### src/rtl/cpu_ctrl_if.sv
// Bus bundle between the fetch/execute controller and its neighbours:
// instruction memory, data memory and the external ALU.
interface cpu_ctrl_if;
  logic        imem_req;
  logic [7:0]  imem_addr;
  logic        imem_ack;
  logic [15:0] imem_data;

  logic        dmem_req;
  logic        dmem_we;
  logic [7:0]  dmem_addr;
  logic [7:0]  dmem_wdata;
  logic        dmem_ack;
  logic [7:0]  dmem_rdata;

  logic [3:0]  alu_op;
  logic [7:0]  alu_in0;
  logic [7:0]  alu_in1;
  logic [7:0]  alu_out;
  logic        alu_zf;

  // Controller side
  modport master (
    output imem_req, imem_addr, input imem_ack, imem_data,
    output dmem_req, dmem_we, dmem_addr, dmem_wdata, input dmem_ack, dmem_rdata,
    output alu_op, alu_in0, alu_in1, input alu_out, alu_zf
  );

  // Memory / ALU side
  modport slave (
    input imem_req, imem_addr, output imem_ack, imem_data,
    input dmem_req, dmem_we, dmem_addr, dmem_wdata, output dmem_ack, dmem_rdata,
    input alu_op, alu_in0, alu_in1, output alu_out, alu_zf
  );
endinterface

### src/rtl/cpu_ctrl.sv
// Multi-cycle fetch/execute controller for the 8-bit CPU. Holds PC, IR,
// a 4x8 register file and the Z flag; the arithmetic itself lives in the
// external ALU, which this block feeds with opcode and operands.
module cpu_ctrl #(
  parameter logic [7:0] RESET_PC = 8'h00
) (
  input  logic       clk,
  input  logic       rst,
  cpu_ctrl_if.master bus,
  output logic       halted
);

  localparam logic [3:0] OP_AND  = 4'd0;
  localparam logic [3:0] OP_OR   = 4'd1;
  localparam logic [3:0] OP_ADD  = 4'd2;
  localparam logic [3:0] OP_SUB  = 4'd3;
  localparam logic [3:0] OP_CMP  = 4'd4;
  localparam logic [3:0] OP_ADDI = 4'd5;
  localparam logic [3:0] OP_SUBI = 4'd6;
  localparam logic [3:0] OP_CMPI = 4'd7;
  localparam logic [3:0] OP_LOAD = 4'd8;
  localparam logic [3:0] OP_STOR = 4'd9;
  localparam logic [3:0] OP_JMP  = 4'd10;
  localparam logic [3:0] OP_JMPR = 4'd11;
  localparam logic [3:0] OP_JNZ  = 4'd12;
  localparam logic [3:0] OP_LI   = 4'd13;
  localparam logic [3:0] OP_HALT = 4'd15;

  typedef enum logic [1:0] {S_FETCH, S_EXEC, S_MEM, S_HALT} state_t;

  state_t      state_reg;
  logic [7:0]  pc_reg;
  logic [7:0]  mar_reg;
  logic [15:0] ir_reg;
  logic [7:0]  rf_reg [4];
  logic        z_reg;

  logic [3:0]  op;
  logic [1:0]  rd;
  logic [1:0]  rs;
  logic [7:0]  imm;
  logic [7:0]  pc_next;

  assign op      = ir_reg[15:12];
  assign rd      = ir_reg[11:10];
  assign rs      = ir_reg[9:8];
  assign imm     = ir_reg[7:0];
  assign pc_next = pc_reg + 8'd1;

  // Requests are gated by rst so they drop in the very first reset cycle.
  assign bus.imem_req   = (state_reg == S_FETCH) && !rst;
  assign bus.imem_addr  = pc_reg;
  assign bus.dmem_req   = (state_reg == S_MEM) && !rst;
  assign bus.dmem_we    = (op == OP_STOR);
  assign bus.dmem_addr  = mar_reg;
  assign bus.dmem_wdata = rf_reg[rd];
  assign bus.alu_op     = op;
  assign halted         = (state_reg == S_HALT) && !rst;

  // Operand selection for the ALU, decoded from the held instruction.
  always_comb begin
    bus.alu_in0 = 8'h00;
    bus.alu_in1 = 8'h00;
    case (op)
      OP_AND, OP_OR, OP_ADD, OP_SUB, OP_CMP: begin
        bus.alu_in0 = rf_reg[rs];
        bus.alu_in1 = rf_reg[rd];
      end
      OP_ADDI, OP_SUBI, OP_CMPI: begin
        bus.alu_in0 = imm;
        bus.alu_in1 = rf_reg[rd];
      end
      OP_LOAD, OP_STOR, OP_JMPR: begin
        bus.alu_in0 = imm;
        bus.alu_in1 = rf_reg[rs];
      end
      OP_JMP, OP_JNZ, OP_LI: begin
        bus.alu_in0 = imm;
      end
      default: ;
    endcase
  end

  // Controller FSM together with all architectural state updates.
  always_ff @(posedge clk) begin
    if (rst) begin
      state_reg <= S_FETCH;
      pc_reg    <= RESET_PC;
      mar_reg   <= 8'h00;
      ir_reg    <= 16'h0000;
      z_reg     <= 1'b1;
      for (int i = 0; i < 4; i++) rf_reg[i] <= 8'h00;
    end else begin
      case (state_reg)
        S_FETCH: begin
          if (bus.imem_ack) begin
            ir_reg    <= bus.imem_data;
            state_reg <= S_EXEC;
          end
        end
        S_EXEC: begin
          state_reg <= S_FETCH;
          case (op)
            OP_AND, OP_OR, OP_ADD, OP_SUB, OP_ADDI, OP_SUBI: begin
              rf_reg[rd] <= bus.alu_out;
              z_reg      <= bus.alu_zf;
              pc_reg     <= pc_next;
            end
            OP_CMP, OP_CMPI: begin
              z_reg  <= bus.alu_zf;
              pc_reg <= pc_next;
            end
            OP_LI: begin
              rf_reg[rd] <= bus.alu_out;
              pc_reg     <= pc_next;
            end
            OP_LOAD, OP_STOR: begin
              mar_reg   <= bus.alu_out;
              state_reg <= S_MEM;
            end
            OP_JMP, OP_JMPR: pc_reg <= bus.alu_out;
            OP_JNZ:          pc_reg <= z_reg ? pc_next : bus.alu_out;
            OP_HALT:         state_reg <= S_HALT;
            default:         pc_reg <= pc_next;
          endcase
        end
        S_MEM: begin
          if (bus.dmem_ack) begin
            if (op == OP_LOAD) rf_reg[rd] <= bus.dmem_rdata;
            pc_reg    <= pc_next;
            state_reg <= S_FETCH;
          end
        end
        default: ;  // S_HALT: wait for reset
      endcase
    end
  end

endmodule

### src/flat_wrapper.sv
// flat-port wrapper written by rule: the top's interface ports become plain ports
module cpu_ctrl_flat 
#(
  parameter logic [7:0] RESET_PC = 8'h00
)
  (clk, rst, halted, bus_imem_req, bus_imem_addr, bus_imem_ack, bus_imem_data, bus_dmem_req, bus_dmem_we, bus_dmem_addr, bus_dmem_wdata, bus_dmem_ack, bus_dmem_rdata, bus_alu_op, bus_alu_in0, bus_alu_in1, bus_alu_out, bus_alu_zf);
  cpu_ctrl_if bus_i ();
  input  logic clk;
  input  logic rst;
  output logic halted;
  output wire logic [$bits(bus_i.imem_req)-1:0] bus_imem_req;
  output wire logic [$bits(bus_i.imem_addr)-1:0] bus_imem_addr;
  input wire logic [$bits(bus_i.imem_ack)-1:0] bus_imem_ack;
  input wire logic [$bits(bus_i.imem_data)-1:0] bus_imem_data;
  output wire logic [$bits(bus_i.dmem_req)-1:0] bus_dmem_req;
  output wire logic [$bits(bus_i.dmem_we)-1:0] bus_dmem_we;
  output wire logic [$bits(bus_i.dmem_addr)-1:0] bus_dmem_addr;
  output wire logic [$bits(bus_i.dmem_wdata)-1:0] bus_dmem_wdata;
  input wire logic [$bits(bus_i.dmem_ack)-1:0] bus_dmem_ack;
  input wire logic [$bits(bus_i.dmem_rdata)-1:0] bus_dmem_rdata;
  output wire logic [$bits(bus_i.alu_op)-1:0] bus_alu_op;
  output wire logic [$bits(bus_i.alu_in0)-1:0] bus_alu_in0;
  output wire logic [$bits(bus_i.alu_in1)-1:0] bus_alu_in1;
  input wire logic [$bits(bus_i.alu_out)-1:0] bus_alu_out;
  input wire logic [$bits(bus_i.alu_zf)-1:0] bus_alu_zf;
  assign bus_imem_req = bus_i.imem_req;
  assign bus_imem_addr = bus_i.imem_addr;
  assign bus_i.imem_ack = bus_imem_ack;
  assign bus_i.imem_data = bus_imem_data;
  assign bus_dmem_req = bus_i.dmem_req;
  assign bus_dmem_we = bus_i.dmem_we;
  assign bus_dmem_addr = bus_i.dmem_addr;
  assign bus_dmem_wdata = bus_i.dmem_wdata;
  assign bus_i.dmem_ack = bus_dmem_ack;
  assign bus_i.dmem_rdata = bus_dmem_rdata;
  assign bus_alu_op = bus_i.alu_op;
  assign bus_alu_in0 = bus_i.alu_in0;
  assign bus_alu_in1 = bus_i.alu_in1;
  assign bus_i.alu_out = bus_alu_out;
  assign bus_i.alu_zf = bus_alu_zf;
  cpu_ctrl #(.RESET_PC(RESET_PC)) u_core (.clk(clk), .rst(rst), .bus(bus_i), .halted(halted));
endmodule
### config.mk
export PLATFORM = sky130hd
export DESIGN_NAME = cpu_ctrl_flat
export DESIGN_NICKNAME = d
export VERILOG_FILES = /design/src/rtl/cpu_ctrl_if.sv /design/src/rtl/cpu_ctrl.sv /design/src/flat_wrapper.sv
export SDC_FILE = /design/constraint.sdc
export NUM_CORES = 1
export LEC_CHECK = 0
export CAP_MARGIN = 30
export CORE_ASPECT_RATIO = 0.7
export CORE_MARGIN = 2
export CORE_UTILIZATION = 40
export DETAILED_ROUTE_END_ITERATION = 7
export GPL_TIMING_DRIVEN = 0
export PLACE_DENSITY = 0.77
export SKIP_CTS_REPAIR_TIMING = 1
export SLEW_MARGIN = 10
export SYNTH_ARGS = -nofsm -noshare
export SYNTH_HDL_FRONTEND = slang
export SYNTH_SLANG_ARGS = --single-unit
### constraint.sdc
create_clock -name clk -period 6.7 [get_ports clk]
set_input_delay 1.34 -clock clk [delete_from_list [all_inputs] [get_ports clk]]
set_output_delay 1.34 -clock clk [all_outputs]
set_load 0.01 [all_outputs]
==> out/summary.txt <==
Final Util - 55.75%
Site Rows - 29
Period utilization - 58.86%
Layout fillers - 802
Pwr dens - 244.0 nW/um^2
Max Clk Rate - 0.2536 GHz
PortBufs - 83
Sink Count - 71
CP Class - input port to output port
Layout area overhead - 34.77%
1st-iter DRT viols - 174
Overall routing resource usage - 20.61%
Drt drc - 0
Worst min path class - flop to flop
Initial core utilization - 41.37%
Antenna Nets Post-Route - 0
Setup crit end kind - output port
Syn Nets - 429
Final min period - 3.944 ns
Share of layout cells above drive strength 1 - 12.76%
Pre-CTS setup slack - 2.748 ns
Layout Skew - 0.008554 ns
CTS clock-pin slew for the worst setup and hold paths - 0.06 ns
Worst path slowest cell - clkdlybuf4s50_1
Post-DP HPWL - 7872 um
Placeable core area - 9144 um^2
Num ports - 85
CTS tree - done
Syn Std Cell Area - 3782 um^2
Number of flip-flops in the largest register - 32
Primary FF master, synth - dfxtp_1
Slew margin rel. - 36.32%
RSZ-0062 raised after global routing - false
DP Area - 4768 um^2
Number of global-route vias before repair - 3251
CTS H-tree depth - 3
Worst skew pair latency - 0.33 ns
FF-to-FF path depth - 9
Outcome - complete, no violations
Final worst slack - 2.756 ns
Post-Syn Area per Cell - 9.774 um^2
Initial antenna violation count - 0
CTS max path bufs - 2
DRT Wirelength - 10300 um
Crit path buf inv count - 3
ANT cells - 0
Async SR Flop Fraction - 0%
Maxcap violations - 0
Die area - 10260 um^2
Die extent in y - 85.36 um
Gpl congestion - 0.8581
CTS root buf - clkbuf_16
Final setup viols - 0
Leading cell type in the layout, fill and taps excluded - clkdlybuf4s50_1
Die Span X - 120.2 um
Grt total ovfl - 0
CP max FO - 10
Average wire per standard cell - 16.88 um
Cell variety after synth - 48
Setup TNS - 0 ns
TritonCTS Buffers - 9
Gate count after technology mapping - 387
Max Slew Vio Count - 0
CP Depth - 4
WP data required - 5.36 ns
Commonest cells after routing, fill and taps aside - clkdlybuf4s50_1 (83), nand2_1 (65), dfxtp_1 (39)
CP max stage delay - 0.50 ns
Hold Slack - 0.4583 ns
Final instance area - 5097 um^2
Routed vias - 3289
Pin count of the biggest net entering global routing - 13
CP startpoint kind - input port
Vias per inst - 5.392
Ys Warns - 0
Final Hold Vio Count - 0
VDD IR max - 0.1503 mV
Crit path max-delay family - buffers and inverters
Worst-Margin Slew - 0.9479 ns
Sequential share of the synthesized area - 46.05%
Number of flops mapped to enable cells by yosys - 32
Drt first pass iters - 5
First-pass GRT wire length - 16320 um
CP Cell Sequence - clkbuf_2 -> buf_1 -> nor2b_1 -> clkdlybuf4s50_1
Flop and latch count out of synthesis - 71
CP arrival - 2.60 ns
Nets@finish - 523
Min-Delay Path Depth - 2
P_leak - 1.859 nW
[synthesized netlist by cell type, types with 2 or more instances]
master	instances	area [um^2]
o21ai_1	5	25.02
buf_1	8	30.03
dfxtp_1	39	780.8
o32ai_1	3	26.28
clkbuf_8	2	27.53
nor2b_1	7	43.79
nand2_1	65	244.0
inv_1	16	60.06
edfxtp_1	32	960.9
a21oi_1	37	185.2
nor3b_1	3	22.52
and3_2	2	15.01
buf_6	5	56.30
o21bai_1	5	37.54
or2_2	2	12.51
and3_1	2	12.51
ha_1	5	62.56
clkbuf_1	6	22.52
o21ai_0	17	85.08
nor3_1	29	145.1
nor2_1	17	63.81
a31oi_1	2	12.51
buf_2	4	20.02
nand3_1	11	55.05
nand2b_1	5	31.28
or2b_2	2	17.52
mux4_2	16	360.4
mux2i_1	16	160.2
buf_4	5	37.54
[worst register-to-register path: stages (launching register included)]
cell,delay [ns]
dfxtp_1,0.34
inv_1,0.09
ha_1,0.22
nor2b_1,0.23
nand4_1,0.11
buf_2,0.22
o31a_1,0.13
buf_2,0.18
buf_4,0.19
o21bai_1,0.71
[layout make-up]
type                       instances  area (um^2)  area share, %
tap                              124        155.1          3.044
clock buffer                      13        284.0          5.572
sequential                        71         1742          34.17
multi-input combinational        269         1782          34.95
inverter                          16        60.06          1.178
buffer                            31        198.9          3.903
clock inverter                     3        45.04         0.8837
timing repair buffer              83        830.8          16.30
[layer usage]
metal  routed length (um)  track usage, %
met1                 4610           28.19
met2                 4736           33.11
met3                  836           5.914
met4                  110           3.911
met5                    0               0
[cells by family after synthesis]
logic type	after synthesis	synth area share, %
buf+inv	47	6.848
flops	71	46.05
simple gates	154	19.55
fa+ha+maj	5	1.654
compound gates	78	12.14
mux	32	13.76
[per-stage QoR]
step | power, mW | std cells
2_1_floorplan | 0.6290 | 387
3_3_place_gp | 0.7335 | 594
3_5_place_dp | 0.7417 | 594
4_1_cts | 1.251 | 610
5_1_grt | 1.291 | 610
6_report | 1.244 | 610
[power by group]
part	internal (mW)	total, mW	switching (mW)	leakage [nW]
Sequential	0.478	0.495	0.0168	0.649
Combinational	0.120	0.238	0.119	1.05
Clock	0.336	0.511	0.175	0.164
Total	0.934	1.24	0.310	1.86
[final timing paths]
path | start | end | slack (ns)
worst max-delay path | rst | halted | 2.76
worst min register to register | u_core.bus.dmem_addr[5]$_SDFFE_PP0P_ | u_core.bus.dmem_addr[5]$_SDFFE_PP0P_ | 0.46
worst min-delay path | u_core.bus.dmem_addr[5]$_SDFFE_PP0P_ | u_core.bus.dmem_addr[5]$_SDFFE_PP0P_ | 0.46
worst max register to register | u_core.state_reg[0]$_SDFFE_PP0P_ | u_core.rf_reg[3][5]$_DFFE_PP_ | 3.91
Note: power is estimated with default switching activity, not from simulation.
==> edit 1 (same flow settings) <==
Reset style: asynchronous (`rst`), changed in one clocked block.
--- a/src/rtl/cpu_ctrl.sv
+++ b/src/rtl/cpu_ctrl.sv
@@ -84,3 +84,3 @@
   // Controller FSM together with all architectural state updates.
-  always_ff @(posedge clk) begin
+  always_ff @(posedge clk or posedge rst) begin
     if (rst) begin
Formal check against the unedited RTL: differs if rst is asserted again (counterexample within 4 cycles, from zero or initial values and one cycle with rst high); with rst held inactive, the same outputs for 4 cycles.
==> edit 1 against the unedited design <==
- register-to-register slack gained 0.28 ns
- sequential cell count fell by 4
- die area increased by 0.98%
- worst setup slack worse by 0.17 ns
- highest routed layer unchanged
- routed wire length increased by 5.6%
- fmax fell by 4.2%
- design area up 1.0%
- critical path depth rose by 1
- synthesized area up 1.0%
Power is not compared: it rests on default switching activity, and its combinational part moved more than twofold at a synthesized area within 25%.
==> edit 1: results (changes against the unedited design) <==
Global routing
  • Largest net degree at the start of global routing: 53 (+40)
  • Number of global-route vias before repair: 3203 (-1.5%)
  • First-pass GRT wire length: 17300 um (+5.9%)
  • Total GRT Usage: 0.219 (+0.0131)

Synth
  • Commonest cells in the synthesized netlist: dfrtp_1, a32o_1, mux2_2, mux2i_1, o21ai_0
  • Post-synth ARST share: 1.00 (+1.00)
  • Sequential area share after synthesis: 0.439 (-0.0214)
  • Synth cell types: 41 (-15%)
  • Most used DFF post-synth: dfrtp_1
  • Top cells by area, synth: dfrtp_1, mux4_2, a32o_1, mux2_2, mux2i_1
  • Syn nets: 373 (-13%)
  • YS warnings: 0 (unchanged)

Finish
  • Fillers: 766 (-4.5%)
  • Flip-flop count of the largest register after layout: 32 (unchanged)
  • Nets: 470 (-10%)
  • Inserted Diodes: 0 (unchanged)
  • Share of cells above drive strength 1: 0.176 (+0.0484)

Placement
  • Port bufs: 84 (+1.2%)
  • Detail Placement HPWL: 7830 um (-0.53%)
  • Placer Congestion: 0.854 (-0.44%)
  • Placed inst area: 4850 um2 (+1.7%)

CTS
  • Max clock buf depth: 2 (unchanged)
  • Clock Latency Late Sink: 0.34 ns
  • Htree depth: 3 (unchanged)
  • CTS buffer count: 9 (unchanged)

Drt
  • Mean number of vias per cell: 5.71 (+5.8%)
  • Drt total wl: 10900 um (+5.6%)
  • 1st-iter DRT viols: 286 (+64%)
  • Router iterations before antenna repair: 5 (unchanged)

Hold path
  • Worst Hold Class: reg2reg

Timing
  • Max-Slew Margin vs Limit: 0.356 (-0.00745)
  • Final clock skew: 0.00718 ns (-0.00137 ns)

Pwr
  • Peak supply drop: 0.207 mV
  • Leak: 0.00210 uW
  • Cell Int Power: 1840 uW

Status
  • Status: completed

Setup path
  • Critical Path Fanout Max: 10 (unchanged)
  • Critical Path AT: 2.78 ns (+0.18 ns)
-- edit 1: logic make-up (layout without fill, tap and decap cells) --
group | Yosys count | count (layout) | synth area share
AOI/OAI and AO/OA | 77 | 77 | 0.154
and+or+nand+nor | 74 | 74 | 0.104
DFF | 67 | 67 | 0.439
muxes | 65 | 65 | 0.231
buffers and inverters | 43 | 144 | 0.0550
adders and majority gates | 5 | 5 | 0.0164
-- edit 1: power groups by stage --
stage	registers, uW	logic [uW]	clock network (uW)
after floorplan	750	1070	0
after global placement	757	1730	0
after detailed placement	778	1780	0
after CTS	773	1790	479
after global routing	803	1930	492
final	777	1800	470
-- edit 1: per-layer routing --
layer	vias to the layer above	wire (um)	GRT usage
li1	1452	-	-
met1	1574	4970	0.310
met2	133	4800	0.322
met3	14	965	0.0705
met4	0	133	0.0687
met5	-	0	0
-- edit 1: final cells by class --
type                       instances  area [um2]  area share
tap                              124         155      0.0301
clock buffer                      13         260      0.0505
sequential                        67        1680       0.326
timing repair buffer              86         876       0.170
clock inverter                     2        35.0     0.00680
inverter                          14        55.1      0.0107
buffer                            29         158      0.0306
multi-input combinational        221        1930       0.375
-- edit 1: path summary, 6_finish.rpt --
| check | startpoint | to | slack, ns | cells past startpoint |
|---|---|---|---|---|
| min in group asynchronous | rst | u_core.bus.imem_addr[6] | 1.39 | 2 |
| max in group asynchronous | rst | u_core.z_reg | 4.74 | 3 |
| worst min register to register | u_core.bus.dmem_addr[7] | u_core.bus.dmem_addr[7] | 0.50 | 1 |
| worst max register to register | u_core.state_reg[0] | u_core.rf_reg[24] | 4.19 | 8 |
| worst max-delay path | u_core.ir_reg[15] | bus_alu_in1[5] | 2.58 | 5 |
| worst min-delay path | u_core.bus.dmem_addr[7] | u_core.bus.dmem_addr[7] | 0.50 | 1 |
-- edit 1: stage by stage --
stage | hold WS (ns) | worst slack (ns) | instances
5_1_grt | 0.519 | 2.23 | 556
3_5_place_dp | 0.497 | 2.80 | 540
2_1_floorplan | 0.477 | 3.68 | 331
6_report | 0.503 | 2.58 | 556
4_1_cts | 0.509 | 2.58 | 555
3_3_place_gp | 0.488 | 2.41 | 539
-- edit 1: critical path: stages, from the launching register on --
cell and delay, ns:
dfrtp_1 0.53, clkbuf_1 0.35, nor3b_1 0.73, nand2_1 0.08, o21ai_0 0.16, clkdlybuf4s50_1 0.59
==> edit 2 (config.mk and constraints unchanged) <==
Made on the original files. The 4 states of `state_t` get a one-hot encoding in 4 bits.
--- a/src/rtl/cpu_ctrl.sv
+++ b/src/rtl/cpu_ctrl.sv
@@ -28,3 +28,3 @@
 
-  typedef enum logic [1:0] {S_FETCH, S_EXEC, S_MEM, S_HALT} state_t;
+  typedef enum logic [3:0] {S_FETCH = 4'b0001, S_EXEC = 4'b0010, S_MEM = 4'b0100, S_HALT = 4'b1000} state_t;
 
Function: same outputs for any inputs over 4 cycles, from zero or initial values and one cycle with rst high; so few cycles prove little.
==> edit 2 against the unedited design <==
- total power is 1.5% higher
- first-iteration DRC count grew 100%
- via count decreased by 0.43%
- worst setup slack got worse by 0.097 ns
- sequential cell count increased by 2
- critical endpoint is now bus_imem_req
- routed wire length is 0.57% higher
- sequential share of layout area up 0.79 points
- design area unchanged
- largest cell class unchanged
- clock power is 6.7% higher
- synthesized area is 0.43% lower
- combinational power is 8.8% lower
==> edit 2: results (changes against the unedited design) <==
Status
  • Status: completed

Finish
  • Seq area share: 0.350 (+0.00786)
  • Fillers: 763 (-4.9%)
  • #MultiIn Comb: 267 (-0.74%)
  • Nets: 513 (-1.9%)
  • ClkCell Share: 0.0677 (+0.00319)
  • Final-layout clock buffer total: 11 (-2)
  • Share of cells above drive strength 1: 0.125 (-0.00257)

Drt
  • Wire length per cell: 17.1 um (+1.6%)

Synth
  • Synthesis-stage register bit count: 73 (+2.8%)
  • Multiplexer share of the synthesized area: 0.144 (+0.00591)
  • Top cells by area, synth: edfxtp_1, dfxtp_1, mux4_2, nor2_1, nand2_1
  • Adder and majority cell fraction of the synthesized area: 0.00332 (-0.0132)
  • Synth cell types: 50 (+4.2%)
  • Syn nets: 419 (-2.3%)
  • Commonest cells in the synthesized netlist: nor2_1, nand2_1, dfxtp_1, a21oi_1, edfxtp_1
  • Syn_area_per_cell: 9.88 um2 (+1.1%)

Placement
  • DP Worst Slack: 2.65 ns (-0.101 ns)
  • Placer Congestion: 0.855 (-0.37%)

Timing
  • Final hold slack: 0.461 ns (+0.00272 ns)
  • Final clock skew: 0.00488 ns (-0.00368 ns)

Global routing
  • First-pass GRT wire length: 16600 um (+1.5%)

Pwr
  • Cell Int Power: 955 uW (+2.2%)
  • Final Power: 1260 uW (+1.5%)
  • Leak: 0.00189 uW (+1.5%)
  • Clk pwr share: 0.431 (+0.020)
  • Peak supply drop: 0.129 mV (-14%)

Setup path
  • Reg2reg setup slack: 4.09 ns (+0.18 ns)
==> edit 2: per-layer routing <==
metal | wire, um | part of all wire | track usage | vias up
li1 | - | - | - | 1543
met1 | 4550 | 0.44 | 0.287 | 1557
met2 | 4650 | 0.45 | 0.330 | 160
met3 | 1020 | 0.099 | 0.0672 | 15
met4 | 133 | 0.013 | 0.0492 | 0
met5 | 0 | 0 | 0 | -
==> edit 2: tightest hold or removal path, cell delays in order, from the launching register on <==
cell and delay, ns:
dfxtp_1 0.30, nand2_1 0.05, a21oi_1 0.06
==> edit 2: path summary, 6_finish.rpt <==
| check | depth (start not counted) | start | to |
|---|---|---|---|
| worst max-delay path | 4 | rst | bus_imem_req |
| worst min-delay path | 2 | u_core.ir_reg[9] | u_core.ir_reg[9] |
| worst max register to register | 8 | u_core.ir_reg[14] | u_core.rf_reg[3][6] |
| worst min register to register | 2 | u_core.ir_reg[9] | u_core.ir_reg[9] |
